File: src/rtl/div_pkg.sv
// Shared types and constants for the sequential signed divider.
// Holds the FSM state encoding, the operand width and the counter width.
package div_pkg;

   typedef enum logic [1:0] {
      IDLE = 2'd0,
      CALC = 2'd1,
      FIX  = 2'd2
   } state_t;

   localparam int DIV_WIDTH = 32;
   localparam int CNT_W     = $clog2(DIV_WIDTH);

endpackage

File: src/rtl/div_step.sv
// One combinational restoring-division iteration on magnitudes.
// Ports: rem/quo/dvsr current state; rem_nx/quo_nx state after one step.
module div_step
   import div_pkg::*;
#(
   parameter int WIDTH = DIV_WIDTH
) (
   input  logic [WIDTH:0]   rem,
   input  logic [WIDTH-1:0] quo,
   input  logic [WIDTH-1:0] dvsr,
   output logic [WIDTH:0]   rem_nx,
   output logic [WIDTH-1:0] quo_nx
);

   logic [WIDTH:0]   sh_rem;
   logic [WIDTH+1:0] trial;
   logic             fits;

   assign sh_rem = {rem[WIDTH-1:0], quo[WIDTH-1]};
   // One extra bit so the borrow shows up as the trial sign.
   assign trial  = {1'b0, sh_rem} - {2'b00, dvsr};
   assign fits   = ~trial[WIDTH+1];

   always_comb begin
      rem_nx = sh_rem;
      quo_nx = {quo[WIDTH-2:0], 1'b0};
      if (fits) begin
         rem_nx    = trial[WIDTH:0];
         quo_nx[0] = 1'b1;
      end
   end

endmodule

File: src/rtl/div_unit.sv
// Sequential signed divider: quotient on lo, remainder on hi, div0 on b==0.
// Ports: clk, reset (async low), start, a, b -> busy, done, div0, hi, lo.
module div_unit
   import div_pkg::*;
#(
   parameter int WIDTH = DIV_WIDTH
) (
   input  logic             clk,
   input  logic             reset,
   input  logic             start,
   input  logic [WIDTH-1:0] a,
   input  logic [WIDTH-1:0] b,
   output logic             busy,
   output logic             done,
   output logic             div0,
   output logic [WIDTH-1:0] hi,
   output logic [WIDTH-1:0] lo
);

   localparam int CW = $clog2(WIDTH);

   state_t           state;
   logic [CW-1:0]    cnt;
   logic [WIDTH:0]   rem;
   logic [WIDTH-1:0] quo;
   logic [WIDTH-1:0] dvsr;
   logic             sq;
   logic             sr;

   logic [WIDTH:0]   rem_nx;
   logic [WIDTH-1:0] quo_nx;
   logic [WIDTH-1:0] abs_a;
   logic [WIDTH-1:0] abs_b;

   // 0x80..0 negates to itself and is then read as unsigned.
   assign abs_a = a[WIDTH-1] ? -a : a;
   assign abs_b = b[WIDTH-1] ? -b : b;

   div_step #(.WIDTH(WIDTH)) u_step (
      .rem    (rem),
      .quo    (quo),
      .dvsr   (dvsr),
      .rem_nx (rem_nx),
      .quo_nx (quo_nx)
   );

   always_ff @(posedge clk or negedge reset) begin
      if (!reset) begin
         state <= IDLE;
         cnt   <= '0;
         rem   <= '0;
         quo   <= '0;
         dvsr  <= '0;
         sq    <= 1'b0;
         sr    <= 1'b0;
         busy  <= 1'b0;
         done  <= 1'b0;
         div0  <= 1'b0;
         hi    <= '0;
         lo    <= '0;
      end else begin
         done <= 1'b0;
         div0 <= 1'b0;
         unique case (state)
            IDLE: begin
               if (start) begin
                  if (b == '0) begin
                     done <= 1'b1;
                     div0 <= 1'b1;
                  end else begin
                     quo   <= abs_a;
                     dvsr  <= abs_b;
                     rem   <= '0;
                     sq    <= a[WIDTH-1] ^ b[WIDTH-1];
                     sr    <= a[WIDTH-1];
                     cnt   <= '0;
                     busy  <= 1'b1;
                     state <= CALC;
                  end
               end
            end
            CALC: begin
               rem <= rem_nx;
               quo <= quo_nx;
               cnt <= cnt + 1'b1;
               if (cnt == CW'(WIDTH - 1)) begin
                  state <= FIX;
               end
            end
            FIX: begin
               lo    <= sq ? -quo : quo;
               hi    <= sr ? -rem[WIDTH-1:0] : rem[WIDTH-1:0];
               done  <= 1'b1;
               busy  <= 1'b0;
               state <= IDLE;
            end
            default: begin
               busy  <= 1'b0;
               state <= IDLE;
            end
         endcase
      end
   end

endmodule

File: config.mk
export PLATFORM = sky130hd
export DESIGN_NAME = div_unit
export DESIGN_NICKNAME = d
export VERILOG_FILES = /design/src/rtl/div_pkg.sv /design/src/rtl/div_step.sv /design/src/rtl/div_unit.sv
export SDC_FILE = /design/constraint.sdc
export NUM_CORES = 1
export LEC_CHECK = 0
export ABC_AREA = 1
export BUFFER_PORTS_ARGS = -buffer_cell sky130_fd_sc_hd__buf_4
export CELL_PAD_IN_SITES_DETAIL_PLACEMENT = 0
export CELL_PAD_IN_SITES_GLOBAL_PLACEMENT = 1
export CORE_ASPECT_RATIO = 0.9
export CORE_MARGIN = 4
export CORE_UTILIZATION = 47
export DETAILED_ROUTE_END_ITERATION = 10
export PLACE_DENSITY_LB_ADDON = 0.1
export SLEW_MARGIN = 20
export SYNTH_ARGS = -nofsm -noshare
export SYNTH_HDL_FRONTEND = slang
export SYNTH_HIERARCHICAL = 1
export SYNTH_SLANG_ARGS = --single-unit
File: constraint.sdc
create_clock -name clk -period 5.2 [get_ports clk]
set_input_delay 0.78 -clock clk [delete_from_list [all_inputs] [get_ports clk]]
set_output_delay 0.78 -clock clk [all_outputs]
set_load 0.05 [all_outputs]
Word level (Yosys, flattened, before mapping)
Index checks and enable logic that the tools add are counted.
{"block": "word_totals", "register_bits": 172, "latchBits": 0, "ram_bits": 0, "rom_bits": 0, "input_bits": 67, "out_inout_bits": 67, "elab_cells": 60, "mem_count": 0}
{"block": "classes", "n_addsub": 6, "n_mul": 0, "div_mod_pow": 0, "n_lt_le_gt_ge": 0, "n_eq_ne": 6, "n_shift": 0, "muxes": 26, "bitwise_logic": 3, "reduce_logical": 7}
{"op": "$mux 32", "n": 9}
{"op": "$neg 32->32", "n": 4}
{"op": "$pmux 32 s2", "n": 2}
{"op": "$sub 33x32->34", "n": 1}
{"op": "$logic_not 32->1", "n": 1}
{"op": "$reduce_and 3->1", "n": 4}
{"op": "$mux 5", "n": 2}
{"op": "$pmux 5 s2", "n": 1}
{"op": "$mux 1", "n": 6}
{"op": "$mux 2", "n": 3}
{"op": "$ne 2x2->1 const B", "n": 3}
{"op": "$add 5x1->5 const B", "n": 1}
{"op": "$eq 5x5->1 const B", "n": 1}
{"op": "$pmux 1 s2", "n": 2}
{"op": "$pmux 2 s2", "n": 1}
{"op": "$eq 2x1->1 const B", "n": 1}
{"op": "$eq 2x2->1 const B", "n": 1}
{"op": "$logic_not 2->1", "n": 1}
{"op": "$not 1->1", "n": 2}
{"op": "$reduce_bool 2->1", "n": 1}
{"op": "$xor 1x1->1", "n": 1}

Logic depth before layout (Yosys ltp)
{"block": "depth", "depth_word": 5, "mapped_depth": 17, "mapped_depth_nobuf": 17}

Hierarchy
The synthesis kept the hierarchy.
{"mod": "div_unit", "n_inst": 1, "cells_each": 1534, "area_per_inst_um2": 10841.6, "seq_area_each_um2": 4329.2}
{"mod": "div_step", "n_inst": 1, "cells_each": 697, "area_per_inst_um2": 3473.3, "seq_area_each_um2": 0.0}

Worst setup path before layout
OpenSTA, ideal clock, no wires.
{"block": "synth_path", "path_type": "input port to flip-flop", "startpoint": "in b[1]", "endpoint": "reg quo[8]", "setup_time_ns": 0.120, "t_arrival_ns": 1.958, "setup_slack_ns": 3.122, "cell_stages": 13, "path_buffers": 2, "path_cell_list": "inv_1 -> ha_1 -> nand2_2 -> inv_2 -> nand2_1 -> nor2_1 -> nand2_2 -> nand3_4 -> nand2_4 -> buf_12 -> buf_12 -> nand2_2 -> o21ai_2"}
{"block": "synth_via", "elab_chain_len": 3}
{"element": "from (decl)", "line": "div_unit.sv:12", "rtl": "input logic [WIDTH-1:0] b,"}
{"element": "$logic_not 32->1", "line": "div_unit.sv:67", "rtl": "if (b == '0) begin"}
{"element": "$ne 2x2->1 (no line)"}
{"element": "$reduce_and 3->1 (no line)"}
{"element": "to (signal assigned)", "line": "div_unit.sv:71", "rtl": "quo <= abs_a;"}
{"element": "to (signal assigned)", "line": "div_unit.sv:84", "rtl": "quo <= quo_nx;"}
{"element": "to (decl)", "line": "div_unit.sv:25", "rtl": "logic [WIDTH-1:0] quo;"}
Every way passes these cells.
A chain may end at the register's enable or synchronous reset.

Worst setup path after layout
{"block": "layout_path", "startpoint": "reg rem[23]", "endpoint": "reg quo[0]"}
{"block": "layout_via", "elab_chain_len": 3}
{"element": "from (decl)", "line": "div_unit.sv:24", "rtl": "logic [WIDTH:0] rem;"}
{"element": "from (signal assigned)", "line": "div_unit.sv:83", "rtl": "rem <= rem_nx;"}
{"element": "$sub 33x32->34", "line": "div_step.sv:21", "rtl": "assign trial = {1'b0, sh_rem} - {2'b00, dvsr};"}
{"element": "$mux 1", "line": "div_step.sv:27", "rtl": "if (fits) begin"}
{"element": "net quo_nx[0]", "line": "div_unit.sv:31", "rtl": "logic [WIDTH-1:0] quo_nx;"}
{"element": "$pmux 32 s2", "line": "div_unit.sv:64", "rtl": "unique case (state)"}
The timed path passes the listed nets, and every way through them passes these cells.

==> results.toml <==
[finish]
final_net_count = 2382
antenna_cells = 0
area_delta_synth_final_pct = 10.1
n_fill_cell = 3197
fin_util = 0.524
multi_input_area_um2 = 8070
drive_gt1_frac = 0.138
seqCellArea_um2 = 4300

[clocking]
h-tree-depth = 4
cts.path.max_buffers = 2
clockRootBuffer = "clkbuf_16"
cts_tree = "built"
cts_hold_buffers = 0
numCtsBuffers = 17
post_cts_buffers = 0
insertion_delay_ns = 0.44
clk_pin_slew_ns = 0.07
clkSinkCount = 172
cts_resized = 0

[routing]
ant_nets = 0
drtPass1Iterations = 7
drtIter0Drc = 1061
routed_via_density = 5.16
avgRoutedWirePerCell_um = 16.5
drc = 0
vias = 13900
wirelength_um = 44300

[setup_path]
startpoint_type = "flip-flop"
worstSetupPathType = "reg2reg"
required_ns = 5.50
critPathMaxFanout = 34
critPathArrivalTime_ns = 3.28
end_kind = "flip-flop"

[placement]
numPortBuffers = 133
hpwl_um = 35100
gp_congestion = 0.936

[global_route]
grt_pass1_wl_um = 70900
first_global_vias = 13000
antenna_found_initial = 0
grt.total_usage = 0.268
grt_remaining_overflow = 0
grt_max_degree = 95

[timing]
fmax_ghz = 0.336
worstMarginPinSlew_ns = 0.871
fin_setup_tns_ns = 0
fin_skew_ns = 0.0149
finalSetupViolations = 0
rsz0062_at_grt = "no"
finalCriticalPeriod_ns = 2.98
fin_crit_sh = 0.573
slew_headroom = 0.419
final_max_slew_viol_count = 0
hold_viol = 0

[power]
power_mw = 11.0
ir_worst_vdd_v = 0.000343
leakage_nw = 8.52
power.density_nw_per_um2 = 700

[synth]
synthesis.nets = 2317
netlist_area_um2 = 14200
postSynthCellCount = 2211
yosys_warnings = 6
post_synth.cell_area_avg_um2 = 6.43

[die]
die_w_um = 191
fp-row-count = 60
die_h_um = 173
core_um2 = 29900
start_util = 0.476
die_area_um2 = 33100
ioPinCount = 134

[hold_path]
min_path_type = "in2async"

[flow_run]
maxCapViolCount = 0

[run_status]
status = "finished clean"
-- layout make-up --
cell class / count / share of cell area
Timing Repair Buffer: 141 / 0.0679
Inverter: 302 / 0.0726
Tap cell: 403 / 0.0322
Multi-Input combinational cell: 1642 / 0.516
Sequential cell: 172 / 0.275
Clock inverter: 11 / 0.00696
Clock buffer: 20 / 0.0292
-- per-layer routing --
layer / up-vias / wire length, µm / global-route usage / share of wire
met3: 25 / 3390 / 0.0561 / 0.077
met1: 6434 / 22500 / 0.428 / 0.51
met5: - / 0 / 0 / 0
met2: 395 / 18000 / 0.377 / 0.41
met4: 0 / 418 / 0.0419 / 0.0094
li1: 7038 / - / - / -
-- metrics by stage --
stage	setup WS, ns	cells	cell area (µm²)	hold WS [ns]
3_5_place_dp	2.00	2660	15100	0.462
5_1_grt	1.94	2691	15600	0.437
2_1_floorplan	3.12	2211	14200	0.442
4_1_cts	2.23	2691	15600	0.404
3_3_place_gp	2.03	2660	15100	0.458
6_report	2.22	2691	15600	0.385
-- path summary, 6_finish.rpt --
kind / startpoint / to / slack (ns) / depth (start not counted)
hold / removal: reset / rem[26]$_DFFE_PN0P_ / 0.39 / 1
max in group asynchronous: reset / cnt[0]$_DFFE_PN0P_ / 3.59 / 2
setup reg to reg: rem[23]$_DFFE_PN0P_ / quo[0]$_DFFE_PN0P_ / 2.22 / 13
hold reg to reg: dvsr[1]$_DFFE_PN0P_ / dvsr[1]$_DFFE_PN0P_ / 0.47 / 2
setup / recovery: rem[23]$_DFFE_PN0P_ / quo[0]$_DFFE_PN0P_ / 2.22 / 13
min in group clk: dvsr[1]$_DFFE_PN0P_ / dvsr[1]$_DFFE_PN0P_ / 0.47 / 2
-- critical path: stages (launching register included) --
cell,delay (ns)
dfrtp_1,0.46
ha_1,0.39
nand2_1,0.15
inv_1,0.05
nand2_1,0.06
nand2_1,0.07
a21oi_2,0.16
nor2_1,0.09
nor2_4,0.60
nand2_8,0.34
nand2_1,0.16
o21ai_0,0.10
nand2_2,0.11
o21ai_2,0.06
-- state kept, by name, summed over array words and instances, names as in the netlist --
signal	flops
quo	32
busy	1
div0	1
done	1
hi	32
dvsr	32
lo	32
sr	1
state	2
cnt	5
rem	32
sq	1
-- placed cells by master, fill, tap and decap left out, types with 9 or more instances in the layout --
cell type and n:
nand2_2 33, clkbuf_16 17, nand4_1 33, nand3b_1 9
o21ai_1 25, nor2_1 182, nand2_1 787, xor2_1 59
nor2_2 9, nor3_1 16, and2_1 10, o21ai_0 91
nand3_1 210, ha_1 38, o21ai_2 49, nand3_2 13
inv_1 276, dfrtp_1 172, a21oi_1 39, buf_4 140
inv_2 23
-- report_power, final --
part	internal, mW	switching (mW)	total [mW]
combinational	2.40	4.79	7.19
sequential	1.87	0.638	2.51
clock	0.691	0.572	1.26
total	4.96	6.00	11.0
No activity file was read; power rests on OpenSTA's default activity.
